==> config.mk <==
export PLATFORM = sky130hd
export DESIGN_NAME = alu_share_arb
export DESIGN_NICKNAME = d
export VERILOG_FILES = /design/src/rtl/alu_share_arb.sv
export SDC_FILE = /design/constraint.sdc
export NUM_CORES = 1
export LEC_CHECK = 0
export BUFFER_PORTS_ARGS = -buffer_cell sky130_fd_sc_hd__buf_4
export CORE_MARGIN = 5
export CORE_UTILIZATION = 47
export DETAILED_ROUTE_END_ITERATION = 10
export GPL_ROUTABILITY_DRIVEN = 0
export GPL_TIMING_DRIVEN = 0
export PLACE_DENSITY = 0.83
export SLEW_MARGIN = 20
export SYNTH_ARGS = -nofsm -noshare
export SYNTH_HDL_FRONTEND = slang
export SYNTH_SLANG_ARGS = --single-unit
==> constraint.sdc <==
create_clock -name clk -period 5.1 [get_ports clk]
set_input_delay 0.255 -clock clk [delete_from_list [all_inputs] [get_ports clk]]
set_output_delay 0.255 -clock clk [all_outputs]
set_load 0.01 [all_outputs]
==> src/rtl/alu_share_arb.sv <==
// ---------------------------------------------------------------------------
// alu_share_arb
//   Time-shares one big_alu between two requesters (0: EX stage, 1: branch /
//   address unit). One operation is in flight at a time:
//     IDLE -> accept one request (round-robin on ties)
//     EXEC -> drive latched operands to the ALU for ALU_LAT cycles, then
//             sample result + flags
//     RESP -> hold the tagged response until the consumer takes it
//
// Ports
//   clk, rst_n                 clock (rising edge), async active-low reset
//   reqN_valid/ready           request handshake, N = 0,1
//   reqN_a/b                   operands (WIDTH)
//   reqN_ctrl                  ALU op code, passed through unchanged
//   rsp_valid/ready            response handshake
//   rsp_id                     which requester owns the response
//   rsp_result/rsp_flags       sampled alu_result and {zero,carryout,overflow}
//   alu_in1/in2/ctrl           registered operand/op lines to big_alu
//   alu_result/zero/carryout/overflow   big_alu outputs
//   busy                       high whenever not IDLE
// ---------------------------------------------------------------------------
module alu_share_arb #(
  parameter int WIDTH   = 32,
  parameter int ALU_LAT = 1
) (
  input  logic             clk,
  input  logic             rst_n,
  input  logic             req0_valid,
  output logic             req0_ready,
  input  logic [WIDTH-1:0] req0_a,
  input  logic [WIDTH-1:0] req0_b,
  input  logic [2:0]       req0_ctrl,
  input  logic             req1_valid,
  output logic             req1_ready,
  input  logic [WIDTH-1:0] req1_a,
  input  logic [WIDTH-1:0] req1_b,
  input  logic [2:0]       req1_ctrl,
  output logic             rsp_valid,
  input  logic             rsp_ready,
  output logic             rsp_id,
  output logic [WIDTH-1:0] rsp_result,
  output logic [2:0]       rsp_flags,
  output logic [WIDTH-1:0] alu_in1,
  output logic [WIDTH-1:0] alu_in2,
  output logic [2:0]       alu_ctrl,
  input  logic [WIDTH-1:0] alu_result,
  input  logic             alu_zero,
  input  logic             alu_carryout,
  input  logic             alu_overflow,
  output logic             busy
);

  if (ALU_LAT < 1) begin : g_lat_chk
    $error("alu_share_arb: ALU_LAT must be >= 1");
  end

  // Counter must hold ALU_LAT; never narrower than one bit.
  localparam int CW = (ALU_LAT < 2) ? 1 : $clog2(ALU_LAT + 1);

  typedef enum logic [1:0] {
    IDLE = 2'd0,
    EXEC = 2'd1,
    RESP = 2'd2
  } state_t;

  typedef struct packed {
    logic [WIDTH-1:0] a;
    logic [WIDTH-1:0] b;
    logic [2:0]       ctrl;
  } op_t;

  state_t        state, state_nxt;
  logic          last_grant;
  logic          grant;
  logic          accept;
  logic          sample;
  logic          op_id;
  logic [CW-1:0] cnt;
  op_t           sel_op;

  // -------------------------------------------------------------------------
  // State register
  // -------------------------------------------------------------------------
  always_ff @(posedge clk or negedge rst_n) begin
    if (!rst_n) state <= IDLE;
    else        state <= state_nxt;
  end

  // -------------------------------------------------------------------------
  // Next state, arbitration and handshake outputs
  // -------------------------------------------------------------------------
  always_comb begin
    state_nxt  = state;
    req0_ready = 1'b0;
    req1_ready = 1'b0;
    rsp_valid  = 1'b0;
    busy       = 1'b1;
    accept     = 1'b0;
    sample     = 1'b0;

    // Lone requester wins; on a tie the one not served last time wins.
    grant = req1_valid;
    if (req0_valid && req1_valid) grant = ~last_grant;

    sel_op.a    = grant ? req1_a    : req0_a;
    sel_op.b    = grant ? req1_b    : req0_b;
    sel_op.ctrl = grant ? req1_ctrl : req0_ctrl;

    case (state)
      IDLE: begin
        busy       = 1'b0;
        req0_ready = req0_valid & ~grant;
        req1_ready = req1_valid &  grant;
        accept     = req0_ready | req1_ready;
        if (accept) state_nxt = EXEC;
      end
      EXEC: begin
        // cnt was loaded with ALU_LAT at accept, so cnt==1 marks the
        // ALU_LAT-th edge after launch.
        if (cnt == CW'(1)) begin
          sample    = 1'b1;
          state_nxt = RESP;
        end
      end
      RESP: begin
        rsp_valid = 1'b1;
        if (rsp_ready) state_nxt = IDLE;
      end
      default: state_nxt = IDLE;
    endcase
  end

  // -------------------------------------------------------------------------
  // Operand / response datapath
  //   ALU lines only change on accept, so they stay quiet in IDLE and RESP.
  // -------------------------------------------------------------------------
  always_ff @(posedge clk or negedge rst_n) begin
    if (!rst_n) begin
      alu_in1    <= '0;
      alu_in2    <= '0;
      alu_ctrl   <= 3'd0;
      op_id      <= 1'b0;
      cnt        <= '0;
      rsp_id     <= 1'b0;
      rsp_result <= '0;
      rsp_flags  <= 3'd0;
      last_grant <= 1'b1;
    end else begin
      if (accept) begin
        alu_in1  <= sel_op.a;
        alu_in2  <= sel_op.b;
        alu_ctrl <= sel_op.ctrl;
        op_id    <= grant;
        cnt      <= CW'(ALU_LAT);
      end else if (state == EXEC) begin
        cnt <= cnt - CW'(1);
      end

      if (sample) begin
        rsp_result <= alu_result;
        rsp_flags  <= {alu_zero, alu_carryout, alu_overflow};
        rsp_id     <= op_id;
      end

      if (state == RESP && rsp_ready) last_grant <= rsp_id;
    end
  end

endmodule

# ---- Word level (Yosys, flattened, before mapping)
# Cells that the tools add are included.
dict set report totals {
  regBits 108
  out_inout_bits 107
  word_cells 43
}
dict set report op_classes {
  eq_ne 5
  n_reduce_logical 5
  bitwise 5
  n_addsub 1
  muxes 17
}
# op count
set ops {}
lappend ops {{$mux W32} 2}
lappend ops {{$mux W1} 10}
lappend ops {{$mux W2} 3}
lappend ops {{$ne A2 B2 Y1 const B} 3}
lappend ops {{$pmux W2 S3} 1}
lappend ops {{$mux W3} 1}
lappend ops {{$reduce_and A3 Y1} 1}
lappend ops {{$and A1 B1 Y1} 2}
lappend ops {{$eq A2 B1 Y1 const B} 1}
lappend ops {{$eq A2 B2 Y1 const B} 1}
lappend ops {{$logic_and A1 B1 Y1} 2}
lappend ops {{$logic_not A2 Y1} 1}
lappend ops {{$not A1 Y1} 2}
lappend ops {{$reduce_bool A2 Y1} 1}
lappend ops {{$or A1 B1 Y1} 1}
lappend ops {{$sub A1 B1 Y1 const B} 1}

# ---- Depth between registers and ports, before layout
dict set report logic_depth {
  depth_word 7
  depth_mapped 6
}

# ---- Least setup slack after synthesis
# No wires, ideal clock.
dict set report synth_timing {
  path_type {flip-flop to flip-flop}
  start {reg last_grant}
  end {reg alu_in1[23]}
  t_required_ns 4.975
  slack_ns 3.421
  t_arrival_ns 1.555
  n_path_buf 3
  path_stages_with_launch 7
  synth_period_minus_slack_ns 1.679
  path_cell_list {dfstp_2 > a21bo_1 > buf_2 > buf_6 > buf_6 > mux2_4 > mux2_2}
}
dict set report synth_between {
  elab_chain_cells 6
}
# item line
set synth_rtl {}
lappend synth_rtl {{start, declared} 73} ;# logic last_grant;
lappend synth_rtl {{start signal, assigned} 165} ;# if (state == RESP && rsp_ready) last_grant <= rsp_id;
lappend synth_rtl {{$not A1 Y1 *} 103} ;# if (req0_valid && req1_valid) grant = ~last_grant;
lappend synth_rtl {{$mux W1 *} 103}
lappend synth_rtl {{$not A1 Y1} 112} ;# req0_ready = req0_valid & ~grant;
lappend synth_rtl {{$and A1 B1 Y1} 112}
lappend synth_rtl {{$or A1 B1 Y1} 114} ;# accept = req0_ready | req1_ready;
lappend synth_rtl {{$mux W1} 109} ;# case (state)
lappend synth_rtl {{end signal, assigned} 150} ;# alu_in1 <= sel_op.a;
lappend synth_rtl {{end, declared} 43} ;# output logic [WIDTH-1:0] alu_in1,
# Every way passes the cells marked *; elsewhere a longest branch is shown, timed or not.
# A chain may end at the register's enable or synchronous reset.

# ---- Worst setup path after layout
dict set report layout_timing {
  start {reg last_grant}
  end {out req0_ready}
}
dict set report layout_between {
  elab_chain_cells 5
}
# item line
set layout_rtl {}
lappend layout_rtl {{$not A1 Y1} 103}
lappend layout_rtl {{$mux W1} 103}
lappend layout_rtl {{$not A1 Y1} 112}
lappend layout_rtl {{$and A1 B1 Y1} 112}
lappend layout_rtl {{$mux W1} 109}
lappend layout_rtl {{end, declared} 29} ;# output logic req0_ready,
# Every way passes these cells.

==> results <==
- In this run the horizontal extent of the chip is 112 µm.
- Among all flip-flop cells after synthesis, the most frequent one is dfrtp_1.
- Dividing the detail-routed wire length by the instance count gives 18.5 µm.
- Of the total power, the share spent switching nets is 0.331.
- The final antenna-violating net count is 0.
- Summed over all cells, the static leakage comes to 0.00356 µW.
- STA classifies the critical path endpoint as an output pin.
- The cell with the most instances on the worst path is buf_6.
- Based on the critical path, the design can be clocked at up to 0.464 GHz.
- The final number of setup-violating endpoints is 0.
- Relative to the synthesized area, the layout overhead comes to 51.4%.
- Measured against its own limit, the worst slew margin works out to 0.354.
- For the pin with the worst max-slew slack, the measured transition is 0.968 ns.
- Internal power comes to 2810 µW.
- Of the total power, combinational logic draws 0.495.
- The critical path goes through a21bo_1 -> buf_2 -> buf_6 -> buf_6 -> and3_1 -> buf_4.
- The reg-to-reg critical path startpoint is last_grant.
- Setup repair after global routing left no endpoint under its margin.
- The number of antenna diodes in the final layout is 0.
- For this block, the initial DRC count from the detailed router was 113.
- The final reports fail on negative hold slack.
- The relative contribution of the clock network to total power is 0.138.
- Overall power consumption after layout is estimated at 4200 µW.
- The H-tree generated during clock tree synthesis spans 3 levels.
- The worst hold-check slack is -0.0149 ns.
- The largest fanout of any net on the critical path is 10.
- After global routing the overflow that remains totals 0.
- By count the netlist is led by 163 x mux2_2, 107 x dfrtp_1, 16 x buf_2, 8 x mux2_4, 4 x nand2_1.
- The net count after synthesis is 489.
- The worst min-delay path class is input pin to asynchronous set/reset pin.
- The path type of the worst setup path is flop to output pin.
- The number of optimization iterations in the first detailed-route pass is 4.
- The number of top-level design ports is 281.
- The proportion of layout cells with a drive suffix above 1 is 0.795.
- Clock-pin slew was measured on the worst setup and hold paths at 0.10 ns.
- The slowest stage of the critical path belongs to the cell dfstp_2.
- The number of enable flip-flop cells after synthesis is 0.
- The share of total power in sequential cells is 0.367.
- The tree is rooted in a clkbuf_8.
- The number of buffer cells added on primary ports is 280.
- Power spread over the standard cell area amounts to 571 mW/mm².
- The largest vdd supply drop is 0.356 mV.
- Using the TritonRoute via totals, the vias-per-cell ratio works out to 4.95.
- The insertion delay to the later sink of the worst-skew pair is 0.37 ns.
- Row generation in the floorplan step produced 37 rows.
- The first global-routing pass estimated 21.5 mm of wire.
- The share of the Yosys chip area taken by registers is 0.556.
- The total count of hold-check failures in the final report is 6.
- For this run, the total global-route usage over all layers was measured as 0.219.
- For this run, the number of Yosys warnings is 0.
- The via count of the first global-routing pass is 4145.
- The combined area of all synthesized cells is 0.00486 mm².
- Once the clock tree was built, the setup fixing pass inserted 0 buffers.
- For flop-to-flop paths, the worst setup slack is 3.15 ns.
- For the worst setup path, the data arrival time is 1.90 ns.
- The number of instances in the synthesized netlist is 315.
- The final routed DRC violation total is 0.
- The die height is 112 µm.
- The initial antenna violation count is 0.
- The number of distinct library cells after synthesis is 18.
- The post-CTS resize count is 0.
- The minimum setup slack in the final design is 2.94 ns.
- The total CTS buffers is 9.
- The most frequently used cell type in the post-synthesis netlist is mux2_2.
- Summed over all failing endpoints, the final setup total negative slack is 0 ns.
- The ratio of final minimum period to clock period is 0.423.
- The placeable core area is 0.0102 mm².
- The power dissipated by switching net loads is 1390 µW.
- The effective utilization at floorplan is 0.477.
- The number of max-slew violations in the final report is 0.
- Entering global routing, the biggest net connects 109 pins.
- The detailed-route wire length is 13.8 mm.
- The full die area is 0.0125 mm².
- The source of the critical timing path is last_grant.
- The share of synthesized registers carrying an async set or reset is 1.00.
- The count of nets after finishing is 780.
- The run finished, with violations left.
- The detailed placer's ending HPWL is 11.2 mm.
- The critical path data required time is 4.85 ns.
- The sort of element at the start of the critical path is a flop.
- The maximum clock insertion buffer count is 2.
- For this design, the CTS-stage hold fixing added 0 buffers.
- The library cell occupying the most area in the post-synthesis netlist is dfrtp_1.
- The worst stage delay on the critical path is 0.55 ns.
- On the final layout, the worst clock skew is 0.00740 ns.
- Counting I/O delays and the setup requirement, the final critical path takes 2.16 ns.
- The clock tree from TritonCTS is yes.
- Of the post-synthesis cell area, the dominant cell type holds 0.551.
- In this run, synthesis produced a sequential element count of 108.
- Before CTS, the worst setup slack after placement is 3.02 ns.
- The clock net in this run drives a total of 108 sinks.
- The vias after detailed routing is 3695.
- Max-cap violations in this run came to 0.
- Yosys attributes the largest share of cell area to dfrtp_1 55%, mux2_2 38%, mux2_4 2.5%.
- In this run the mean area of a mapped cell was 15.4 µm².
==> power groups by stage <==
stage               clock (µW)  sequential, µW  combinational, µW
floorplan                    0            1730                880
global placement             0            1530               2070
detailed placement           0            1560               2120
CTS                        592            1540               2120
global route               633            1600               2230
finish                     581            1540               2080
==> placed cells by master, fill, tap and decap left out <==
master      instances
clkinvlp_4          2
buf_2              16
dfstp_2             1
clkbuf_8            9
buf_4             279
inv_1               2
and3_1              1
nor3_1              1
nor2b_1             1
mux2_2            163
bufinv_16           2
nor2_1              1
nand2_1             4
o21ai_0             2
o21ai_1             1
mux2_4              8
inv_6               2
dfrtp_1           107
buf_6               3
clkinv_2            1
a21o_1              1
xnor2_1             1
nand2b_1            2
a21bo_1             1
==> through the flow <==
stage                     instance area [µm²]  utilization  instances
after floorplan                          4860            -        315
after global placement                   7130        0.700        731
after detailed placement                 7140        0.701        731
after CTS                                7360        0.722        747
after global routing                     7360        0.722        747
final                                    7360        0.722        747
==> final timing paths <==
kind / end / cells past startpoint
min reg2reg: op_id / 1
min in group clk: state[1] / 2
max in group asynchronous: rsp_result[20] / 1
max: req0_ready / 6
min: alu_in2[14] / 1
max reg2reg: alu_in1[3] / 5
==> layout make-up <==
| type | count | area (µm²) |
|---|---|---|
| fillers | 700 | 2830 |
| flip-flops and latches | 108 | 2700 |
| repair buffers | 280 | 2110 |
| multi-input cells | 187 | 2050 |
| well taps | 136 | 170 |
| clock buffers | 9 | 124 |
| plain buffers | 18 | 103 |
| clock inverters | 7 | 97.6 |
| inverters | 2 | 7.51 |
==> sequential cells by signal (all words and copies together) (netlist names) <==
register    cells
alu_in1        32
state           2
rsp_flags       3
alu_in2        32
cnt             1
rsp_id          1
last_grant      1
op_id           1
rsp_result     32
alu_ctrl        3
==> routing by layer <==
layer / up-vias / global-route usage / wire, µm
met4: 0 / 0.0754 / 261
li1: 1705 / - / -
met5: - / 0 / 0
met1: 1790 / 0.227 / 4820
met3: 20 / 0.0832 / 1370
met2: 180 / 0.402 / 7370
==> worst max-delay path, delay by kind of cell (launching register included) <==
family | cells | cell delay (ns)
buf+inv | 4 | 0.69
compound gates | 1 | 0.10
simple gates | 1 | 0.20
flops | 1 | 0.55
==> cell families (layout without fill, tap and decap cells) <==
group | Yosys count | count (layout) | synth area share
AO/OA/AOI/OAI | 5 | 5 | 0.00669
XOR/XNOR | 1 | 1 | 0.00180
buffers and inverters | 20 | 316 | 0.0227
flip-flops | 108 | 108 | 0.556
multiplexers | 171 | 171 | 0.402
AND/OR/NAND/NOR | 10 | 10 | 0.0100
No activity file was read; power rests on OpenSTA's default activity.
